[config.mk]
export PLATFORM = sky130hd
export DESIGN_NAME = spi_flash_cmd_ctrl
export DESIGN_NICKNAME = d
export VERILOG_FILES = /design/src/rtl/spi_flash_cmd_ctrl.sv
export SDC_FILE = /design/constraint.sdc
export NUM_CORES = 1
export LEC_CHECK = 0
export BUFFER_PORTS_ARGS = -buffer_cell sky130_fd_sc_hd__buf_2
export CORE_MARGIN = 2
export CORE_UTILIZATION = 40
export CTS_CLUSTER_SIZE = 25
export DETAILED_ROUTE_END_ITERATION = 10
export GPL_ROUTABILITY_DRIVEN = 1
export GPL_TIMING_DRIVEN = 0
export PLACE_DENSITY_LB_ADDON = 0.1
export REMOVE_ABC_BUFFERS = 1
export SLEW_MARGIN = 20
export SYNTH_ARGS = -nofsm -noshare
export SYNTH_HDL_FRONTEND = slang
export SYNTH_SLANG_ARGS = --single-unit
[constraint.sdc]
create_clock -name clk -period 4.85 [get_ports clk]
set_input_delay 0.2425 -clock clk [delete_from_list [all_inputs] [get_ports clk]]
set_output_delay 0.2425 -clock clk [all_outputs]
set_load 0.01 [all_outputs]
[src/rtl/spi_flash_cmd_ctrl.sv]
// spi_flash_cmd_ctrl: decodes SPI flash commands and drives the memory array.
// Owns the WEL/WIP status bits and emulates program busy time with a counter.
// Define SPI_FLASH_FAST_READ_EN to decode 0x0B FAST_READ, which reads after one dummy byte.
module spi_flash_cmd_ctrl #(
   parameter int ADDR_BYTES  = 2,
   parameter int PAGE_BITS   = 8,
   parameter int PROG_CYCLES = 64
) (
   input  logic                    clk,
   input  logic                    RESET,
   input  logic                    S,
   input  logic [7:0]              RX_DATA,
   input  logic                    RX_VALID,
   output logic [7:0]              TX_DATA,
   output logic                    TX_LOAD,
   output logic [8*ADDR_BYTES-1:0] MEM_ADDR,
   output logic [7:0]              MEM_D,
   output logic                    MEM_WE,
   output logic                    MEM_RE,
   input  logic [7:0]              MEM_Q,
   output logic                    BUSY
);
   localparam int AW = 8*ADDR_BYTES;
   localparam int CW = $clog2(PROG_CYCLES+1);

   typedef enum logic [2:0] {
      IDLE, CMD, ADDR, READ, PROG, STATUS, IGNORE
`ifdef SPI_FLASH_FAST_READ_EN
      , DUMMY
`endif
   } state_t;

   state_t          r_state, w_nxt;
   logic [1:0]      r_sync;
   logic            r_s_d, w_s, w_fall, w_rise, w_rx, w_last;
   logic            w_re, w_we, w_txl;
   logic            r_re, r_we, r_txl, r_ld_mem;
   logic [7:0]      r_tx, r_d, r_op;
   logic [AW-1:0]   r_addr;
   logic [3:0]      r_bcnt;
   logic            r_wel, r_wip, r_wrote;
   logic [1:0]      r_pend;
   logic [CW-1:0]   r_cnt;

   assign w_s      = r_sync[1];
   assign w_fall   = r_s_d & ~w_s;
   assign w_rise   = ~r_s_d & w_s;
   assign w_rx     = RX_VALID & ~w_rise;
   assign w_last   = r_bcnt == 4'(ADDR_BYTES-1);
   assign TX_DATA  = r_ld_mem ? MEM_Q : r_tx;
   assign TX_LOAD  = r_txl;
   assign MEM_ADDR = r_addr;
   assign MEM_D    = r_d;
   assign MEM_WE   = r_we;
   assign MEM_RE   = r_re;
   assign BUSY     = r_wip;

   // two-flop chip-select synchroniser plus edge history; idles high (deselected)
   always_ff @(posedge clk or negedge RESET) begin
      if (!RESET) begin
         r_sync <= 2'b11;
         r_s_d  <= 1'b1;
      end else begin
         r_sync <= {r_sync[0], S};
         r_s_d  <= w_s;
      end
   end

   // command state register
   always_ff @(posedge clk or negedge RESET) begin
      if (!RESET) r_state <= IDLE;
      else        r_state <= w_nxt;
   end

   // next state and one-cycle strobe requests; a chip-select rise aborts any frame
   always_comb begin
      w_nxt = r_state;
      w_re  = 1'b0;
      w_we  = 1'b0;
      w_txl = 1'b0;
      if (w_rise) w_nxt = IDLE;
      else case (r_state)
         IDLE: if (w_fall) w_nxt = CMD;
         CMD: if (w_rx) begin
            if (RX_DATA == 8'h05) begin
               w_nxt = STATUS;
               w_txl = 1'b1;
            end else if (r_wip) w_nxt = IGNORE;
            else if (RX_DATA == 8'h03 || (RX_DATA == 8'h02 && r_wel)) w_nxt = ADDR;
`ifdef SPI_FLASH_FAST_READ_EN
            else if (RX_DATA == 8'h0B) w_nxt = ADDR;
`endif
            else w_nxt = IGNORE;
         end
         ADDR: if (w_rx && w_last) begin
`ifdef SPI_FLASH_FAST_READ_EN
            if (r_op == 8'h0B) w_nxt = DUMMY; else
`endif
            if (r_op == 8'h03) begin
               w_nxt = READ;
               w_re  = 1'b1;
            end else w_nxt = PROG;
         end
`ifdef SPI_FLASH_FAST_READ_EN
         DUMMY: if (w_rx) begin
            w_nxt = READ;
            w_re  = 1'b1;
         end
`endif
         READ:    w_re  = w_rx;
         PROG:    w_we  = w_rx;
         STATUS:  w_txl = w_rx;
         default: ;
      endcase
   end

   // memory strobes, address/data registers and the MISO byte path
   always_ff @(posedge clk or negedge RESET) begin
      if (!RESET) begin
         r_re     <= 1'b0;
         r_we     <= 1'b0;
         r_txl    <= 1'b0;
         r_ld_mem <= 1'b0;
         r_tx     <= '0;
         r_d      <= '0;
         r_op     <= '0;
         r_addr   <= '0;
         r_bcnt   <= '0;
      end else begin
         r_re     <= w_re;
         r_we     <= w_we;
         r_ld_mem <= r_re;
         r_txl    <= w_txl | r_re;
         if (w_txl) r_tx <= {6'b0, r_wel, r_wip};
         else if (r_ld_mem) r_tx <= MEM_Q;
         if (w_we) r_d <= RX_DATA;
         if (r_state == CMD && w_rx) begin
            r_op   <= RX_DATA;
            r_bcnt <= '0;
         end
         if (r_state == ADDR && w_rx) begin
            r_addr <= AW'({r_addr, RX_DATA});
            r_bcnt <= r_bcnt + 4'd1;
         end else if (r_state == READ && w_re) r_addr <= r_addr + AW'(1);
         else if (r_state == PROG && r_we) r_addr[PAGE_BITS-1:0] <= r_addr[PAGE_BITS-1:0] + PAGE_BITS'(1);
      end
   end

   // status register: WEL/WIP updates at frame end and the program busy countdown
   always_ff @(posedge clk or negedge RESET) begin
      if (!RESET) begin
         r_wel   <= 1'b0;
         r_wip   <= 1'b0;
         r_cnt   <= '0;
         r_pend  <= '0;
         r_wrote <= 1'b0;
      end else begin
         if (r_wip) begin
            r_cnt <= r_cnt - CW'(1);
            if (r_cnt == CW'(1)) r_wip <= 1'b0;
         end
         if (r_state == CMD && w_rx) begin
            r_pend  <= {~r_wip & (RX_DATA == 8'h06 || RX_DATA == 8'h04), RX_DATA == 8'h06};
            r_wrote <= 1'b0;
         end else if (r_state == IGNORE && w_rx) r_pend <= '0;
         if (w_we) r_wrote <= 1'b1;
         if (w_rise) begin
            r_pend  <= '0;
            r_wrote <= 1'b0;
            if (r_wrote) begin
               r_wip <= 1'b1;
               r_cnt <= CW'(PROG_CYCLES);
               r_wel <= 1'b0;
            end else if (r_pend[1]) r_wel <= r_pend[0];
         end
      end
   end
endmodule

==> results.py, run 1 <==
metrics = {
    "run_status": {
        "outcome": "completed",
    },
    "die": {
        "die_y_um": 95.7,
        "die_w_um": 95.7,
        "start_util_pct": 41.1,
        "core_um2": 8180,
        "rows": 33,
        "io_pins": 56,
        "die_area_um2": 9150,
    },
    "final_layout": {
        "drive_above_1_share_pct": 28.2,
        "fill_cells": 791,
        "seq_area_um2": 1660,
        "areaGrowthSynthToFinish_pct": 18.3,
        "antenna_cells": 0,
        "final_cells": 484,
        "finalInstanceArea_um2": 3980,
        "fin_nets": 400,
        "multiInputGateArea_um2": 1600,
    },
    "critical_path": {
        "critPathCaptureType": "register",
        "critPathBufInv": 1,
        "crit_type": "register to register",
        "path_max_fanout": 17,
        "crit_path_top_delay_cell": "nor2_1",
        "cpLargestDelayFamily": "simple AND/OR/NAND/NOR gates",
        "ff2ff_path_depth": 6,
        "start_kind": "register",
        "cp.arrival_ns": 2.84,
        "cp.required_ns": 5.13,
        "cp.depth": 6,
        "worst_path_largest_cell_delay_ns": 0.78,
        "path_cells": "inv_1 -> ha_1 -> nand2b_1 -> nor2_1 -> o21a_1 -> o22a_1",
    },
    "placed_design": {
        "io_buffers": 55,
        "post_dp_cell_area_um2": 3720,
        "dp_hpwl_um": 5580,
        "gp_congestion": 0.769,
        "place_ws_ns": 2.26,
        "dp_cells": 466,
    },
    "power": {
        "p_clk_share_pct": 23.4,
        "switchingPower_w": 0.000826,
        "cellLeakagePower_nw": 1.72,
        "power_switching_share_pct": 36.0,
        "p_int_w": 0.00147,
        "pwr-share-comb_pct": 33.5,
        "p_per_area_nw_per_um2": 578,
        "seq_power_share_pct": 43.1,
        "ir_worst_vdd_mv": 0.210,
        "total_power_w": 0.00230,
    },
    "route": {
        "viasPerCell": 5.55,
        "drt_iter0_markers": 138,
        "first_pass_iters": 4,
        "num_vias": 2685,
        "ant_nets": 0,
        "drc_errors": 0,
        "detail_route.wirelength_um": 7870,
        "wl_per_cell_um": 16.3,
    },
    "timing": {
        "fin_crit_ns": 2.56,
        "clock_skew_ns": 0.00691,
        "hold_viol": 0,
        "final.period_utilization_pct": 52.9,
        "rsz0062_at_grt": "false",
        "max_freq_mhz": 390,
        "slew_headroom_pct": 32.5,
        "fin_ws_ns": 2.29,
        "worst_pin_slew_ns": 1.01,
        "fin_setup_tns_ns": 0,
        "setup_viol": 0,
        "finalMaxSlewViolations": 0,
    },
    "hold_path": {
        "min_path_type": "input port to register",
        "hold_depth": 2,
    },
    "clock_network": {
        "clockBufferDepth": 2,
        "root_buffer": "clkbuf_8",
        "cts_tree": "built",
        "cts_resized": 0,
        "clkLatencyLatePin_ns": 0.34,
        "clkTransAtPathRegs_ns": 0.07,
        "numCtsBuffers": 9,
        "cts_setup_buffers": 0,
        "cts_sinks": 66,
        "cts_max_level": 3,
    },
    "global_route": {
        "grt_pass1_wl_um": 13100,
        "first_global_vias": 2571,
        "antenna_found_initial": 0,
        "track_usage_pct": 18.7,
        "grt_max_degree": 40,
        "grt_remaining_overflow": 0,
    },
    "synth": {
        "synth_area_per_cell_um2": 10.4,
        "synth_cell_type_count": 57,
        "ys_ff_latch": 66,
        "synthCells": 323,
        "ys.flop_type": "dfrtp_1",
        "syn_area_um2": 3360,
        "seq_area_frac_synth_pct": 49.3,
        "synth_edf_count": 0,
        "async_flop_share_pct": 100,
        "ys_warn_count": 0,
    },
    "run": {
        "drv_cap": 0,
    },
}
==> through the flow <==
| stage | utilization (%) | hold WS [ns] |
|---|---|---|
| global placement | 45.3 | 0.348 |
| detailed placement | 45.5 | 0.192 |
| CTS | 48.6 | 0.209 |
| finish | 48.6 | 0.214 |
| floorplan | - | -0.0531 |
| global route | 48.6 | 0.202 |
==> cells in the final DEF, fill, tap and decap left out, drive strengths merged, types with 10 or more instances in the layout <==
master / synthesis / final
nor2: 18 / 18
inv: 10 / 10
nor3: 13 / 13
mux2: 25 / 25
buf: 0 / 56
o21ai: 19 / 19
dfrtp: 63 / 63
clkbuf: 18 / 14
nand2: 22 / 22
nand3: 20 / 20
a21oi: 12 / 12
==> final cells by class <==
type	count	share of cell area [%]
tap	105	3.31
timing repair buffer	58	7.99
sequential	66	41.6
clock buffer	14	4.34
clock inverter	2	1.51
inverter	10	0.944
multi-input combinational	229	40.3
==> power groups by stage <==
stage          logic (W)  clock network [W]  registers [W]
5_1_grt         0.000877           0.000577        0.00103
4_1_cts         0.000782           0.000547       0.000988
3_3_place_gp    0.000762                  0       0.000989
3_5_place_dp    0.000778                  0       0.000998
6_report        0.000770           0.000538       0.000989
2_1_floorplan   0.000493                  0       0.000977
==> cell families after synthesis <==
| logic type | synth area share [%] |
|---|---|
| DFF | 49.3 |
| xor gates and xnor gates | 1.30 |
| AOI/OAI and AO/OA | 15.3 |
| muxes | 9.57 |
| and+or+nand+nor | 19.2 |
| adders and majority gates | 2.23 |
| buffers and inverters | 3.13 |
==> flip-flops by register name, summed over array words and instances (netlist names) <==
| name | cells |
|---|---|
| r_bcnt | 4 |
| MEM_ADDR | 16 |
| MEM_D | 8 |
| r_sync | 2 |
| r_state | 3 |
| MEM_WE | 1 |
| BUSY | 1 |
| r_wel | 1 |
| r_cnt | 7 |
| r_s_d | 1 |
| r_wrote | 1 |
| r_pend | 2 |
| r_tx | 8 |
| TX_LOAD | 1 |
| MEM_RE | 1 |
| r_ld_mem | 1 |
| r_op | 8 |
==> timing repair <==
item                                   in CTS  in global routing
hold buffers                                2                  0
setup endpoints to repair                   0                  0
endpoints found under the hold margin      28                  0
==> synth_stat cells (3+ instances only) <==
cell / instances / area share [%]
xnor2_1: 3 / 0.78
clkbuf_1: 18 / 2.0
ha_1: 6 / 2.2
a21oi_1: 12 / 1.8
nand3b_1: 3 / 0.67
nor2_1: 18 / 2.0
inv_1: 10 / 1.1
dfrtp_1: 63 / 47
o41a_1: 5 / 1.7
nand2_1: 22 / 2.5
nor4b_1: 3 / 0.78
nor4_1: 3 / 0.56
o22a_1: 6 / 1.6
a22oi_1: 5 / 1.1
nand3_1: 20 / 3.0
mux2i_1: 4 / 1.2
nand2b_1: 4 / 0.74
and2_1: 3 / 0.56
nor3_1: 13 / 1.9
nand4_1: 4 / 0.74
mux2_2: 25 / 8.4
o21ai_0: 15 / 2.2
a31oi_1: 6 / 1.1
dfstp_2: 3 / 2.3
==> metal layers <==
metal	global-route usage, %	share of wire, %
met5	0	0
met4	5.71	0.98
met3	4.35	5.7
met2	28.6	45
met1	26.4	48
==> worst paths after layout <==
path | startpoint | slack (ns) | endpoint
min in group asynchronous | RESET | 0.35 | r_cnt[3]
worst min-delay path | RX_DATA[2] | 0.21 | r_op[2]
max in group asynchronous | RESET | 3.92 | r_s_d
worst min register to register | r_sync[0] | 0.36 | r_sync[1]
worst max-delay path | r_s_d | 2.29 | MEM_ADDR[2]
worst max register to register | r_s_d | 2.29 | MEM_ADDR[2]
==> worst reg2reg max path, cell delays in order (launching register included) <==
cell,delay (ns)
dfstp_2,0.52
inv_1,0.03
ha_1,0.35
nand2b_1,0.50
nor2_1,0.78
o21a_1,0.19
o22a_1,0.13
Note: power is estimated with default switching activity, not from simulation.
==> run 2: changes to the inputs <==
clock period = 2.11 ns   (was 4.85 ns; I/O delays follow)
==> run 2 against run 1 <==
Effect of this change: combinational power is 140% higher; global-route usage is 0.053 points higher; register-to-register slack got worse by 2.2 ns; total power rose by 130%; critical path depth down 1; worst hold slack worse by 0.13 ns; sequential share of layout area decreased by 0.78 points; non-clock buffer count stayed put; die area unchanged; core utilization increased by 0.96 points; maximum frequency up 30%; via count increased by 0.34%.
==> results.py, run 2 (synthesis results as in run 1) <==
metrics = {
    "timing": {
        "fin_crit_ns": 1.98,
        "rsz0062_at_grt": "false",
        "slew_headroom_pct": 53.1,
        "max_freq_mhz": 505,
        "setup_viol": 0,
        "hold_viol": 0,
        "fin_ws_ns": 0.130,
        "worst_pin_slew_ns": 0.703,
        "finalMaxSlewViolations": 0,
        "final.period_utilization_pct": 93.8,
        "clock_skew_ns": 0.00737,
    },
    "final_layout": {
        "final_cells": 484,
        "areaGrowthSynthToFinish_pct": 20.6,
        "layout_commonest_cell": "dfrtp_1",
        "antenna_cells": 0,
        "finalInstanceArea_um2": 4050,
        "largest_reg_flops": 16,
        "fill_cells": 780,
        "final_cell_mix": "62 x dfrtp_1, 54 x buf_2, 25 x mux2_2, 20 x nand2_1, 19 x nand3_1",
        "final_util_pct": 49.6,
        "fin_nets": 400,
        "drive_above_1_share_pct": 31.4,
    },
    "power": {
        "total_power_w": 0.00533,
        "cellLeakagePower_nw": 1.74,
        "ir_worst_vdd_mv": 0.483,
        "p_per_area_nw_per_um2": 1310,
    },
    "placed_design": {
        "io_buffers": 55,
        "dp_hpwl_um": 5580,
        "gp_congestion": 0.769,
        "place_ws_ns": -0.475,
        "dp_cells": 466,
        "post_dp_cell_area_um2": 3720,
    },
    "critical_path": {
        "critPathCaptureType": "register",
        "rr_endpoint": "MEM_D[4]",
        "reg2reg_slack_ns": 0.13,
        "start_kind": "register",
        "cp.arrival_ns": 2.20,
        "cp.required_ns": 2.33,
        "path_max_fanout": 17,
        "reg2reg_from": "r_s_d",
        "ff2ff_path_depth": 5,
        "crit_type": "register to register",
    },
    "hold_path": {
        "holdPathEnd": "r_op[2]",
        "hold_depth": 2,
        "min_path_type": "input port to register",
        "min_from": "RX_DATA[2]",
    },
    "global_route": {
        "grt_pass1_wl_um": 13100,
        "first_global_vias": 2579,
        "grt_max_degree": 40,
        "grt_remaining_overflow": 0,
        "antenna_found_initial": 0,
        "track_usage_pct": 18.8,
    },
    "route": {
        "drc_errors": 0,
        "drt_iter0_markers": 164,
        "first_pass_iters": 4,
        "num_vias": 2694,
        "viasPerCell": 5.57,
        "wl_per_cell_um": 16.2,
        "ant_nets": 0,
        "detail_route.wirelength_um": 7860,
    },
    "clock_network": {
        "cts_setup_buffers": 0,
        "clkTransAtPathRegs_ns": 0.07,
        "clkLatencyLatePin_ns": 0.34,
        "cts_tree": "built",
        "cts_max_level": 3,
        "numCtsBuffers": 9,
        "root_buffer": "clkbuf_8",
        "clockBufferDepth": 2,
        "cts_sinks": 66,
    },
    "run": {
        "drv_cap": 0,
    },
    "die": {
        "die_w_um": 95.7,
        "start_util_pct": 41.1,
        "die_area_um2": 9150,
        "rows": 33,
        "io_pins": 56,
        "core_um2": 8180,
        "die_y_um": 95.7,
    },
    "run_status": {
        "outcome": "completed",
    },
}
[run 2: through the flow]
stage	setup TNS, ns	hold WS [ns]
3_5_place_dp	-9.45	0.0552
5_1_grt	0	0.0651
6_report	0	0.0789
3_3_place_gp	-7.99	0.213
4_1_cts	0	0.0725
2_1_floorplan	0	-0.190
[run 2: area by class of cell]
type | count | area [µm²] | area share [%]
Tap cell | 105 | 131 | 3.24
Inverter | 10 | 37.5 | 0.926
Clock inverter | 2 | 60.1 | 1.48
Multi-Input combinational cell | 229 | 1680 | 41.4
Clock buffer | 14 | 173 | 4.26
Timing Repair Buffer | 58 | 318 | 7.84
Sequential cell | 66 | 1660 | 40.9
[run 2: how the worst max path moves through the flow]
stage                  endpoint  start
floorplan               r_tx[0]  r_s_d
global placement    MEM_ADDR[2]  r_s_d
detailed placement  MEM_ADDR[2]  r_s_d
CTS                     r_tx[1]  r_s_d
global route           MEM_D[4]  r_s_d
finish                 MEM_D[4]  r_s_d
[run 2: worst max-delay path, stage by stage, from the launching register on]
cell and delay [ns]:
dfstp_2 0.52, inv_1 0.04, ha_2 0.27, nor2b_2 0.33
nand3_2 0.33, mux2_2 0.38
[run 2: layer usage]
layer	global-route usage, %	routed length [µm]	vias up
li1	-	-	1309
met1	26.4	3770	1319
met2	28.8	3620	59
met3	4.35	388	7
met4	5.71	80	0
met5	0	0	-
[run 2: repair_timing]
action,in CTS,in global routing
endpoints found under the hold margin,28,0
endpoints found under the setup margin,41,7
hold buffers,2,0
gates resized for setup,12,5
[run 2: power by group]
group | switching, W | internal, W | total (W)
clock network | 0.000467 | 0.000764 | 0.00123
registers | 0.000540 | 0.00174 | 0.00228
logic | 0.000917 | 0.000896 | 0.00181
total | 0.00192 | 0.00340 | 0.00533
==> run 3: changes to the inputs <==
CORE_UTILIZATION = 50   (was 40)
==> run 3 against run 2 <==
Effect of this change: non-clock buffer count unchanged; worst setup slack improved by 0.056 ns; clock skew decreased by 0.00098 ns; critical path depth unchanged; die area decreased by 19%; final area decreased by 1.1%; worst hold slack got worse by 0.021 ns; core utilization increased by 13 points; clock-buffer cell count decreased by 4; maximum frequency increased by 2.9%; critical endpoint is now r_tx[0]; largest power group unchanged.
==> results.py, run 3 (synthesis results as in run 1) <==
metrics = {
    "final_layout": {
        "fin_nets": 400,
        "finalInstanceArea_um2": 4010,
        "drive_above_1_share_pct": 31.9,
        "final_cell_mix": "62 x dfrtp_1, 54 x buf_2, 25 x mux2_2, 20 x nand2_1, 19 x nand3_1",
        "fill_cells": 536,
        "largest_reg_flops": 16,
        "final_cells": 456,
        "antenna_cells": 0,
        "layout_commonest_cell": "dfrtp_1",
        "areaGrowthSynthToFinish_pct": 19.2,
    },
    "clock_network": {
        "cts_sinks": 66,
        "clkTransAtPathRegs_ns": 0.08,
        "clockBufferDepth": 2,
        "numCtsBuffers": 9,
        "cts_max_level": 3,
        "cts_setup_buffers": 0,
        "root_buffer": "clkbuf_8",
        "cts_tree": "built",
        "clkLatencyLatePin_ns": 0.35,
    },
    "power": {
        "p_per_area_nw_per_um2": 1300,
        "ir_worst_vdd_mv": 0.743,
        "cellLeakagePower_nw": 1.72,
    },
    "timing": {
        "finalMaxSlewViolations": 0,
        "fin_worst_hold_slack_ns": 0.0580,
        "fin_ws_ns": 0.186,
        "hold_viol": 0,
        "final.period_utilization_pct": 91.2,
        "worst_pin_slew_ns": 0.720,
        "rsz0062_at_grt": "false",
        "slew_headroom_pct": 52.0,
        "setup_viol": 0,
        "fin_crit_ns": 1.92,
        "fin_setup_tns_ns": 0,
        "clock_skew_ns": 0.00640,
        "max_freq_mhz": 520,
    },
    "critical_path": {
        "crit_start": "r_s_d",
        "reg2reg_slack_ns": 0.19,
        "rr_endpoint": "r_tx[0]",
        "ff2ff_path_depth": 5,
        "crit_end": "r_tx[0]",
        "crit_type": "register to register",
        "start_kind": "register",
        "reg2reg_from": "r_s_d",
        "cp.arrival_ns": 2.16,
        "cp.required_ns": 2.34,
        "path_max_fanout": 17,
        "critPathCaptureType": "register",
    },
    "hold_path": {
        "hold_depth": 2,
        "min_path_type": "input port to register",
    },
    "global_route": {
        "grt_pass1_wl_um": 12500,
        "first_global_vias": 2557,
        "antenna_found_initial": 0,
        "grt_max_degree": 40,
        "grt_remaining_overflow": 0,
        "track_usage_pct": 21.9,
    },
    "die": {
        "die_area_um2": 7390,
        "core_um2": 6420,
        "io_pins": 56,
        "die_w_um": 86.0,
        "die_y_um": 86.0,
        "rows": 29,
        "start_util_pct": 52.3,
    },
    "placed_design": {
        "place_ws_ns": -0.423,
        "dp_hpwl_um": 5160,
        "dp_cells": 438,
        "gp_congestion": 0.841,
        "post_dp_cell_area_um2": 3690,
        "io_buffers": 55,
    },
    "route": {
        "ant_nets": 0,
        "drc_errors": 0,
        "drt_iter0_markers": 181,
        "viasPerCell": 5.94,
        "num_vias": 2709,
        "wl_per_cell_um": 16.5,
        "detail_route.wirelength_um": 7520,
        "first_pass_iters": 4,
    },
    "run_status": {
        "outcome": "completed",
    },
    "run": {
        "drv_cap": 0,
    },
}
[run 3: cell type report]
type	instances	area, µm²	area share [%]
Inverter	10	37.5	0.937
Clock buffer	10	138	3.43
Multi-Input combinational cell	229	1700	42.3
Sequential cell	66	1660	41.3
Clock inverter	6	66.3	1.65
Tap cell	77	96.3	2.40
Timing Repair Buffer	58	318	7.93
[run 3: metal layers]
metal / vias to the layer above / wire length [µm] / share of wire (%) / track usage [%]
li1: 1306 / - / - / -
met5: - / 0 / 0 / 0
met4: 0 / 131 / 1.7 / 7.94
met3: 12 / 464 / 6.2 / 5.10
met1: 1300 / 3520 / 47 / 31.1
met2: 91 / 3400 / 45 / 32.8
[run 3: timing repair]
action                                  in CTS  in global routing
hold buffers                                 2                  0
endpoints found under the setup margin      30                 43
resized for setup                           10                  9
endpoints found under the hold margin       28                  0
[run 3: metrics by stage]
stage	total power (W)	util [%]
2_1_floorplan	0.00338	-
3_3_place_gp	0.00399	57.1
3_5_place_dp	0.00406	57.4
4_1_cts	0.00518	61.6
5_1_grt	0.00557	62.4
6_report	0.00521	62.4
[run 3: worst max-delay path, cell delays in order, from the launching register on]
cell and delay, ns:
dfstp_2 0.52, inv_1 0.04, ha_2 0.28, nand2b_4 0.28
nor4_4 0.32, mux2_2 0.38
[run 3: how the worst min path moves through the flow]
stage	slack [ns]	start	to
6_report	0.06	RX_DATA[4]	r_op[4]
3_5_place_dp	0.05	RESET	r_cnt[3]
4_1_cts	0.05	RX_DATA[4]	r_op[4]
2_1_floorplan	-0.19	RESET	BUSY
3_3_place_gp	0.21	S	r_sync[0]
5_1_grt	0.07	RX_DATA[5]	MEM_D[5]
[run 3: report_power, final]
part / leakage (nW) / total (W) / switching, W / internal [W]
Sequential: 0.803 / 0.00229 / 0.000541 / 0.00174
Combinational: 0.820 / 0.00183 / 0.000928 / 0.000904
Clock: 0.0945 / 0.00109 / 0.000512 / 0.000577
Total: 1.72 / 0.00521 / 0.00198 / 0.00322
